## config.mk

```make
export PLATFORM = sky130hd
export DESIGN_NAME = cp0_nested_irq
export DESIGN_NICKNAME = d
export VERILOG_FILES = /design/src/rtl/cp0_pkg.sv /design/src/rtl/cp0_epc_stack.sv /design/src/rtl/cp0_nested_irq.sv
export SDC_FILE = /design/constraint.sdc
export NUM_CORES = 2
export LEC_CHECK = 0
export ABC_AREA = 1
export CORE_MARGIN = 1.5
export CORE_UTILIZATION = 50
export DETAILED_ROUTE_END_ITERATION = 7
export GPL_TIMING_DRIVEN = 1
export PLACE_DENSITY = 0.67
export SYNTH_ARGS = -nofsm -noshare
export SYNTH_HDL_FRONTEND = slang
export SYNTH_SLANG_ARGS = --single-unit
export TNS_END_PERCENT = 10
```

## constraint.sdc

```tcl
create_clock -name clk -period 4.8 [get_ports clk]
set_input_delay 0.48 -clock clk [delete_from_list [all_inputs] [get_ports clk]]
set_output_delay 0.48 -clock clk [all_outputs]
set_load 0.005 [all_outputs]
```

## src/rtl/cp0_pkg.sv

```systemverilog
// Shared encodings for the nested-interrupt coprocessor 0: operations, register map,
// cause codes, status/cause field positions and the redirect FSM states.
package cp0_pkg;

    localparam logic [2:0] OP_NONE = 3'd0;
    localparam logic [2:0] OP_MTC  = 3'd1;
    localparam logic [2:0] OP_MFC  = 3'd2;
    localparam logic [2:0] OP_ERET = 3'd3;

    localparam logic [4:0] REG_EHB    = 5'd3;
    localparam logic [4:0] REG_STATUS = 5'd12;
    localparam logic [4:0] REG_CAUSE  = 5'd13;
    localparam logic [4:0] REG_EPC    = 5'd14;
    localparam logic [4:0] REG_LEVEL  = 5'd15;

    localparam int unsigned EXC_UNDEFINED    = 1;
    localparam int unsigned EXC_OVERFLOW     = 2;
    localparam int unsigned EXC_OUT_OF_RANGE = 4;

    localparam int unsigned STATUS_IE_BIT = 0;
    localparam int unsigned STATUS_IM_LSB = 8;
    localparam int unsigned CAUSE_IP_LSB  = 8;
    localparam int unsigned LEVEL_W       = 4;

    typedef enum logic {
        ST_RUN   = 1'b0,
        ST_REDIR = 1'b1
    } cp0_state_e;

endpackage

```

## src/rtl/cp0_epc_stack.sv

```systemverilog
// Return-address/level LIFO; a push while full may replace the top entry instead of
// being dropped, and the entry under the top is exposed so eret can restore EPC.
module cp0_epc_stack #(
    parameter int unsigned DATA_W = 32,
    parameter int unsigned DEPTH  = 4
) (
    input  logic                     clk,
    input  logic                     rst,
    input  logic                     push,
    input  logic                     pop,
    input  logic                     ovw_on_full,
    input  logic                     wr_top,
    input  logic [DATA_W-1:0]        push_addr,
    input  logic [3:0]               push_level,
    input  logic [DATA_W-1:0]        wr_top_addr,
    output logic [DATA_W-1:0]        top_addr,
    output logic [3:0]               top_level,
    output logic [DATA_W-1:0]        below_addr,
    output logic [$clog2(DEPTH):0]   depth,
    output logic                     full,
    output logic                     empty
);
    localparam int unsigned PTR_W = $clog2(DEPTH);

    logic [DATA_W-1:0] addr_q [DEPTH];
    logic [3:0]        lvl_q  [DEPTH];
    logic [PTR_W:0]    sp_q;
    logic [PTR_W-1:0]  top_idx;
    logic [PTR_W-1:0]  below_idx;

    assign top_idx    = PTR_W'(sp_q - (PTR_W+1)'(1));
    assign below_idx  = PTR_W'(sp_q - (PTR_W+1)'(2));
    assign full       = (sp_q == (PTR_W+1)'(DEPTH));
    assign empty      = (sp_q == '0);
    assign depth      = sp_q;
    assign top_addr   = empty ? '0 : addr_q[top_idx];
    assign top_level  = empty ? '0 : lvl_q[top_idx];
    assign below_addr = (sp_q < (PTR_W+1)'(2)) ? '0 : addr_q[below_idx];

    // Push has priority; the top only moves when storage actually changes depth
    always_ff @(posedge clk) begin
        if (rst) begin
            sp_q <= '0;
            for (int i = 0; i < int'(DEPTH); i++) begin
                addr_q[i] <= '0;
                lvl_q[i]  <= '0;
            end
        end else if (push) begin
            if (!full) begin
                addr_q[sp_q[PTR_W-1:0]] <= push_addr;
                lvl_q[sp_q[PTR_W-1:0]]  <= push_level;
                sp_q                    <= sp_q + (PTR_W+1)'(1);
            end else if (ovw_on_full) begin
                addr_q[top_idx] <= push_addr;
                lvl_q[top_idx]  <= push_level;
            end
        end else if (pop && !empty) begin
            sp_q <= sp_q - (PTR_W+1)'(1);
        end else if (wr_top && !empty) begin
            addr_q[top_idx] <= wr_top_addr;
        end
    end

endmodule

```

## src/rtl/cp0_nested_irq.sv

```systemverilog
// Coprocessor 0 with prioritised nested interrupts: register file, trap/eret
// sequencing through a one-cycle redirect state, and the return LIFO.
module cp0_nested_irq
    import cp0_pkg::*;
#(
    parameter int unsigned       DATA_W    = 32,
    parameter int unsigned       NUM_IRQ   = 3,
    parameter int unsigned       NEST_DEPTH = 4,
    parameter logic [DATA_W-1:0] EHB_RESET = 32'h0000_0024,
    parameter int unsigned       EXC_W     = 3
) (
    input  logic               clk,
    input  logic               rst,
    input  logic [2:0]         cp_oper,
    input  logic [4:0]         addr_r,
    output logic [DATA_W-1:0]  data_readFromCP0,
    input  logic [4:0]         addr_w,
    input  logic [DATA_W-1:0]  data_writeToCP0,
    input  logic [EXC_W-1:0]   cause,
    input  logic [NUM_IRQ-1:0] interruptSignal,
    input  logic [DATA_W-1:0]  except_ret_addr,
    output logic               epc_ctrl,
    output logic [DATA_W-1:0]  jumpAddressExcept,
    output logic               exceptClear,
    output logic [3:0]         cur_level,
    output logic               nest_overflow
);
    localparam int unsigned   DEPTH_W   = $clog2(NEST_DEPTH) + 1;
    localparam logic [3:0]    EXC_LEVEL = 4'(NUM_IRQ + 1);

    cp0_state_e        state_q, state_d;
    logic [DATA_W-1:0] regs_q [32];
    logic [DATA_W-1:0] regs_d [32];
    logic              epc_q, epc_d, clr_q, clr_d, ovf_q, ovf_d;
    logic [DATA_W-1:0] jump_q, jump_d, rd_q, rd_d;
    logic [3:0]        level_q, level_d;

    logic               ie;
    logic [NUM_IRQ-1:0] pend;
    logic [3:0]         irq_lvl;
    logic               take_exc, take_irq, take_eret;
    logic [DATA_W-1:0]  rd_val, cause_w;

    logic               stk_push, stk_pop, stk_wr_top, stk_full, stk_empty;
    logic [DATA_W-1:0]  stk_top_addr, stk_below_addr;
    logic [3:0]         stk_top_level;
    logic [DEPTH_W-1:0] stk_depth;

    cp0_epc_stack #(.DATA_W(DATA_W), .DEPTH(NEST_DEPTH)) u_stack (
        .clk         (clk),
        .rst         (rst),
        .push        (stk_push),
        .pop         (stk_pop),
        .ovw_on_full (take_exc),
        .wr_top      (stk_wr_top),
        .push_addr   (except_ret_addr),
        .push_level  (level_q),
        .wr_top_addr (data_writeToCP0),
        .top_addr    (stk_top_addr),
        .top_level   (stk_top_level),
        .below_addr  (stk_below_addr),
        .depth       (stk_depth),
        .full        (stk_full),
        .empty       (stk_empty)
    );

    assign ie   = regs_q[REG_STATUS][STATUS_IE_BIT];
    assign pend = interruptSignal & regs_q[REG_STATUS][STATUS_IM_LSB +: NUM_IRQ] & {NUM_IRQ{ie}};

    // Highest pending line wins; line k maps to level k+1
    always_comb begin
        irq_lvl = '0;
        for (int k = 0; k < int'(NUM_IRQ); k++) begin
            if (pend[k]) irq_lvl = 4'(k + 1);
        end
    end

    assign take_exc  = (state_q == ST_RUN) && (cause != '0) && ie;
    assign take_irq  = (state_q == ST_RUN) && !take_exc && (irq_lvl > level_q) && !stk_full;
    assign take_eret = (state_q == ST_RUN) && !take_exc && !take_irq && (cp_oper == OP_ERET);

    assign rd_val = (addr_r == REG_LEVEL) ? DATA_W'({ovf_q, stk_depth, level_q}) : regs_q[addr_r];

    always_comb begin
        cause_w = '0;
        cause_w[CAUSE_IP_LSB +: NUM_IRQ] = interruptSignal;
        if (take_exc) cause_w[EXC_W-1:0] = cause;
        else          cause_w[DATA_W-1]  = 1'b1;
    end

    always_comb begin
        regs_d     = regs_q;
        state_d    = ST_RUN;
        epc_d      = 1'b0;
        clr_d      = 1'b0;
        jump_d     = jump_q;
        level_d    = level_q;
        ovf_d      = ovf_q;
        rd_d       = rd_q;
        stk_push   = 1'b0;
        stk_pop    = 1'b0;
        stk_wr_top = 1'b0;

        if (cp_oper == OP_MFC) rd_d = rd_val;

        // Software writes first so that same-cycle trap updates override them
        if (cp_oper == OP_MTC && addr_w != REG_LEVEL) begin
            regs_d[addr_w] = data_writeToCP0;
            if (addr_w == REG_CAUSE) ovf_d = 1'b0;
            if (addr_w == REG_EPC && !take_exc && !take_irq) stk_wr_top = 1'b1;
        end

        if (take_exc || take_irq) begin
            stk_push          = 1'b1;
            regs_d[REG_EPC]   = except_ret_addr;
            regs_d[REG_CAUSE] = cause_w;
            level_d           = take_exc ? EXC_LEVEL : irq_lvl;
            jump_d            = regs_q[REG_EHB];
            epc_d             = 1'b1;
            clr_d             = 1'b1;
            state_d           = ST_REDIR;
            if (take_exc && stk_full) ovf_d = 1'b1;
        end else if (take_eret) begin
            stk_pop = 1'b1;
            epc_d   = 1'b1;
            state_d = ST_REDIR;
            if (!stk_empty) begin
                jump_d          = stk_top_addr;
                level_d         = stk_top_level;
                regs_d[REG_EPC] = stk_below_addr;
            end else begin
                jump_d  = regs_q[REG_EPC];
                level_d = '0;
            end
        end
    end

    always_ff @(posedge clk) begin
        if (rst) begin
            state_q <= ST_RUN;
            for (int i = 0; i < 32; i++) begin
                regs_q[i] <= (5'(i) == REG_EHB) ? EHB_RESET : '0;
            end
            epc_q   <= 1'b0;
            clr_q   <= 1'b0;
            jump_q  <= EHB_RESET;
            level_q <= '0;
            ovf_q   <= 1'b0;
            rd_q    <= '0;
        end else begin
            state_q <= state_d;
            regs_q  <= regs_d;
            epc_q   <= epc_d;
            clr_q   <= clr_d;
            jump_q  <= jump_d;
            level_q <= level_d;
            ovf_q   <= ovf_d;
            rd_q    <= rd_d;
        end
    end

    assign data_readFromCP0  = rd_q;
    assign epc_ctrl          = epc_q;
    assign exceptClear       = clr_q;
    assign jumpAddressExcept = jump_q;
    assign cur_level         = level_q;
    assign nest_overflow     = ovf_q;

endmodule

```

---- After elaboration in Yosys (flattened, before gate mapping) ----
Memories as Yosys holds them, arrays and structs flattened.
Cells that the tools add are included.
word-level totals
  register bits after elaboration ......... 1098
  bits in writable memories ............... 144
  bits of input ports ..................... 85
  output and inout bits ................... 71
  word-level logic and storage cells ...... 162
  memories ................................ 2
operators by class
  add/sub/neg operators ................... 3
  magnitude comparators ................... 5
  eq/ne operators ......................... 9
  muxes and demuxes ....................... 67
  bitwise operators ....................... 6
  reductions and logical operators ........ 30
memories
  name            depth  bits a word  rd ports  clocked after memory_dff  wr ports  RTL line             source
  u_stack.addr_q  4      32           2         0                         4         cp0_epc_stack.sv:25  logic [DATA_W-1:0] addr_q [DEPTH];
  u_stack.lvl_q   4      4            1         0                         4         cp0_epc_stack.sv:26  logic [3:0] lvl_q [DEPTH];
operators by type and width
  cell                   count
  $bwmux W1024           1
  $mux W608              1
  $mux W32               15
  $bmux W32 S5           1
  $demux W32 S5          1
  $reduce_or A32 Y1      2
  $mux W1                32
  $mux W4                8
  $eq A5 B4 Y1 const B   3
  $logic_and A1 B1 Y1    14
  $ge A6 B6 Y1 const B   2
  $mux W3                4
  $not A5 Y6             2
  $mux W2                4
  $reduce_or A4 Y1       2
  $and A3 B3 Y3          2
  $eq A3 B2 Y1 const B   2
  $lt A6 B1 Y1 const B   1
  $reduce_bool A2 Y1     3
  $ne A5 B4 Y1 const B   1
  $gt A4 B4 Y1           1
  $logic_not A1 Y1       4
  $add A3 B1 Y3 const B  1
  $eq A3 B1 Y1 const B   1
  12 further kinds       12

---- Logic depth before layout (Yosys ltp) ----
  depth after elaboration ................. 21
  depth in mapped cells ................... 18
  gate-level depth less buffers ........... 15

---- Cells and area by module ----
From an unflattened synthesis, not the netlist that was laid out.
unflattened totals
  cell total of the unflattened synthesis .. 8204
  area, all modules ....................... 57541.4 um2
by module, submodules not included
  module          instances  cells an instance  area an instance (um2)
  cp0_nested_irq  1          7229               49273.5
  cp0_epc_stack   1          975                8267.9

---- Least setup slack after synthesis ----
OpenSTA, ideal clock, no wires.
  path type ............................... reg-to-reg
  start ................................... register u_stack.sp_q[0], in the netlist u_stack.depth[0]
  end ..................................... memory u_stack.addr_q[3][0] (enable)
  arrival time ............................ 3.785 ns
  slack ................................... 0.593 ns
  cell stages (with the launch flop) ...... 18
  path buffers ............................ 6
  clock period less this slack ............ 4.207 ns
  cells stage by stage .................... dfxtp_1 clkbuf_1 inv_1 buf_2 buf_2 clkbuf_1 ha_1 nand2_4 nand3_1 nor2_2 nand2_2 nand2_2 nor2_1 buf_2 buf_2 nand2_1 nand2_1 nor2_1
RTL lines
  item                    RTL line             source
  start, declared         cp0_epc_stack.sv:27  logic [PTR_W:0] sp_q;
  start signal, assigned  cp0_epc_stack.sv:52  sp_q <= sp_q + (PTR_W+1)'(1);
  start signal, assigned  cp0_epc_stack.sv:58  sp_q <= sp_q - (PTR_W+1)'(1);
  end, declared           cp0_epc_stack.sv:25

==> impl_results.md <==
- Starting DRT DRC Count: 7,744
- Net Switching: 8.73 mW
- Buf/Inv on CP: 3
- Max_slew headroom: 0.183
- Setup violations, final: 0
- Critical Path Max Stage Delay: 0.53 ns
- Hold bufs inserted after CTS: 0
- Chip width: 336 um
- Placed Area: 57,400 um2
- Maximum buffer depth of the clock tree: 3
- Initial Util: 0.506
- Setup_tns: 0 ns
- Core Region: 109,000 um2
- # IOs: 156
- Fmax achieved: 280 MHz
- Pins over their slew limit: 0
- RSZ-0062 raised after global routing: no
- Final Skew: 0.0352 ns
- Clock Sink Count: 1,242
- DR vias: 53,600
- Root buf cell: clkbuf_16
- RePlAce Congestion: 0.905
- Reg2reg end: u_stack.lvl_q[3][1]$_DFFE_PP_
- Final ANT Viol Nets: 0
- Synth top area cells: dfxtp_1 40%, a21oi_1 12%, o21ai_0 12%
- Sw Ratio: 0.321
- Comb pwr share: 0.197
- Antenna violations before repair: 9
- Yosys reg bits: 1,242
- Crit start category: register
- HPWL Detailed: 120 mm
- R2R setup slack: 1.22 ns
- Final design utilization: 0.565
- Largest area contributor in the netlist: dfxtp_1
- Leak: 22.8 nW
- Share of cells above drive strength 1: 0.0583
- Peak supply drop: 0.705 mV
- Fin crit period: 3.58 ns
- Yosys top cell area share: 0.397
- Syn avg cell area: 7.24 um2
- Synth Cell Area: 55,400 um2
- DIE AREA: 113,000 um2
- Routed wire length: 205 mm
- WL/cell: 22.9 um
- Total Routing Usage GR: 0.354
- Ys flop type: dfxtp_1
- Slowest-stage cell, CP: nor3_1
- Crit-path leading delay family: simple AND/OR/NAND/NOR gates
- R2R Path Start: u_stack.depth[0]$_SDFFE_PP0P_
- Cells after Synth: 7,650
- PD cells: 440 nW/um2
- Setup bufs post-CTS: 0
- Port bufs: 155
- Die Y: 336 um
- Flop pwr share: 0.419
- Clk pwr share: 0.385
- DRT Pass-1 Iters: 6
- Post-synthesis cell type count: 37
- YS warnings: 0
- Met3 WL post-DR: 22.5 mm
- Post-synthesis async set-or-reset flop share: 0
- First-pass GRT wire length: 304 mm
- M1 wire length: 83.4 mm
- Cell-internal power: 18.5 mW
- Vias/cell: 5.97
- Setup Crit Path Kind: register to register
- Max layer used: met5
- Worst Setup End Kind: register
- Status: finished, final reports clean
- Final Hold Violating Endpoints: 0
- Worst Path Required: 5.19 ns
- Fin crit share: 0.745
- Cell Chain, Critical Path: clkinv_2 -> ha_1 -> nand2_4 -> nand3_1 -> nor2_2 -> nand2_2 -> nand2_2 -> buf_4 -> nor2_4 -> buf_4 -> nor3_1
- Critical path arrival: 3.97 ns
- Worst Max-Slew Pin Slew: 1.22 ns
- MaxCap Viol Count: 0
- Final Instance Area: 61,800 um2
- Register area share after synthesis: 0.475
- Crit path launch: u_stack.depth[0]$_SDFFE_PP0P_
- Area growth syn-to-layout: 11.7%
- Total number of H-tree levels: 4
- Tot Pwr: 27.2 mW
- Largest net degree at the start of global routing: 299
- Worst-Skew Late Latency: 0.78 ns
- Critical Path Stages: 11
- Clock slew at reported path FFs: 0.06 ns
- Grt total ovfl: 0
- Routed wl met2: 88.8 mm
- Number of flops mapped to enable cells by yosys: 144
- Resized cells post-CTS: 0
- CTS tree: yes
- Number of global-route vias before repair: 47,900
- Net count, final: 7,484
- Hold crit path type: input pin to register
- Residual DRC: 0
- Syn Nets: 7,740
- R2r worst-path depth: 11
- Hold slack final: 0.272 ns
- CP endpoint: u_stack.lvl_q[3][1]$_DFFE_PP_
- Num CTS Buffers: 134
- FP Rows: 121
- Crit Path Max Fanout: 39
[through the flow]
stage                     std cells  worst slack [ns]
after global routing           8975             0.964
after detailed placement       8734             0.967
final                          8978              1.22
after floorplan                7650             0.593
after CTS                      8975              1.31
after global placement         8734             0.976
[worst min path at each step]
| stage | from | depth (start not counted) | endpoint |
|---|---|---|---|
| finish | rst | 4 | u_stack.depth[1]$_SDFFE_PP0P_ |
| global route | rst | 4 | u_stack.depth[1]$_SDFFE_PP0P_ |
| CTS | rst | 4 | u_stack.depth[1]$_SDFFE_PP0P_ |
| detailed placement | regs_q[516]$_SDFFE_PP0P_ | 2 | regs_q[516]$_SDFFE_PP0P_ |
| global placement | regs_q[513]$_SDFFE_PP0P_ | 2 | regs_q[513]$_SDFFE_PP0P_ |
| floorplan | regs_q[512]$_SDFFE_PP0P_ | 2 | regs_q[512]$_SDFFE_PP0P_ |
[worst min-delay path: stages]
cell and delay [ns]:
buf_4 0.16, inv_8 0.16, nand2_1 0.12, a21oi_1 0.04
[cells in the mapped netlist, types with 3 or more instances]
cell	instances
nor3_1	9
nor2_2	3
buf_1	37
clkinv_1	40
inv_2	31
a21oi_1	1288
clkbuf_2	22
a31oi_1	66
buf_6	6
buf_2	128
buf_4	9
nand3_1	465
o21ai_0	1286
o22ai_1	17
edfxtp_1	144
nand3_2	12
o211ai_1	82
dfxtp_1	1098
o21ai_1	122
ha_1	5
nand4_1	5
a22o_1	3
nor2_1	248
nand2_2	12
inv_1	528
nand2_1	1487
clkbuf_1	487
[cell families (layout without fill, tap and decap cells)]
kind of cell | after synthesis | count (layout) | synth area share
AOI/OAI and AO/OA | 2868 | 2868 | 0.265
xor gates and xnor gates | 2 | 2 | 0.000316
adders and majority gates | 5 | 5 | 0.00113
buffers and inverters | 1288 | 1137 | 0.0921
DFF | 1242 | 1242 | 0.475
other | 0 | 3 | 0
and+or+nand+nor | 2245 | 2245 | 0.166
[power by group through the flow]
stage	Combinational, mW	Clock, mW	Sequential (mW)
floorplan	3.34	0	11.5
global placement	5.12	0	11.6
detailed placement	5.16	0	11.6
CTS	5.18	10.5	11.4
global route	5.71	11.0	11.4
finish	5.35	10.5	11.4
[cell type report]
type / count / area, um2
inverters: 599 / 2270
diodes: 3 / 7.51
fillers: 10300 / 47500
repair buffers: 297 / 2910
flip-flops and latches: 1242 / 26300
well taps: 1476 / 1850
clock buffers: 197 / 3930
multi-input cells: 5120 / 24000
clock inverters: 44 / 498
[flip-flops by register name, summed over array words and instances (netlist names)]
signal             count
epc_ctrl               1
u_stack.lvl_q         16
nest_overflow          1
jumpAddressExcept     32
regs_q              1023
data_readFromCP0      32
ie                     1
cur_level              4
u_stack.addr_q       128
u_stack.depth          3
exceptClear            1
[per-layer routing]
layer  up-vias  track usage
li1      25100            -
met1     25000        0.483
met2      3011        0.529
met3       496       0.0693
met4         6        0.185
met5         -            0
[cell usage in the layout (no fill, tap or decap), types with 34 or more instances in the layout]
cell             Yosys  layout
edfxtp_1           144     144
clkbuf_16            0     135
a21oi_1           1288    1288
buf_4                9     121
o211ai_1            82      82
o21ai_1            122     122
inv_2               31      36
o21ai_0           1286    1286
clkdlybuf4s50_1      0     149
clkinv_1            40      34
inv_1              528     525
nand2_1           1487    1485
dfxtp_1           1098    1097
a31oi_1             66      66
nand3_1            465     464
nor2_1             248     245
No activity file was read; power rests on OpenSTA's default activity.
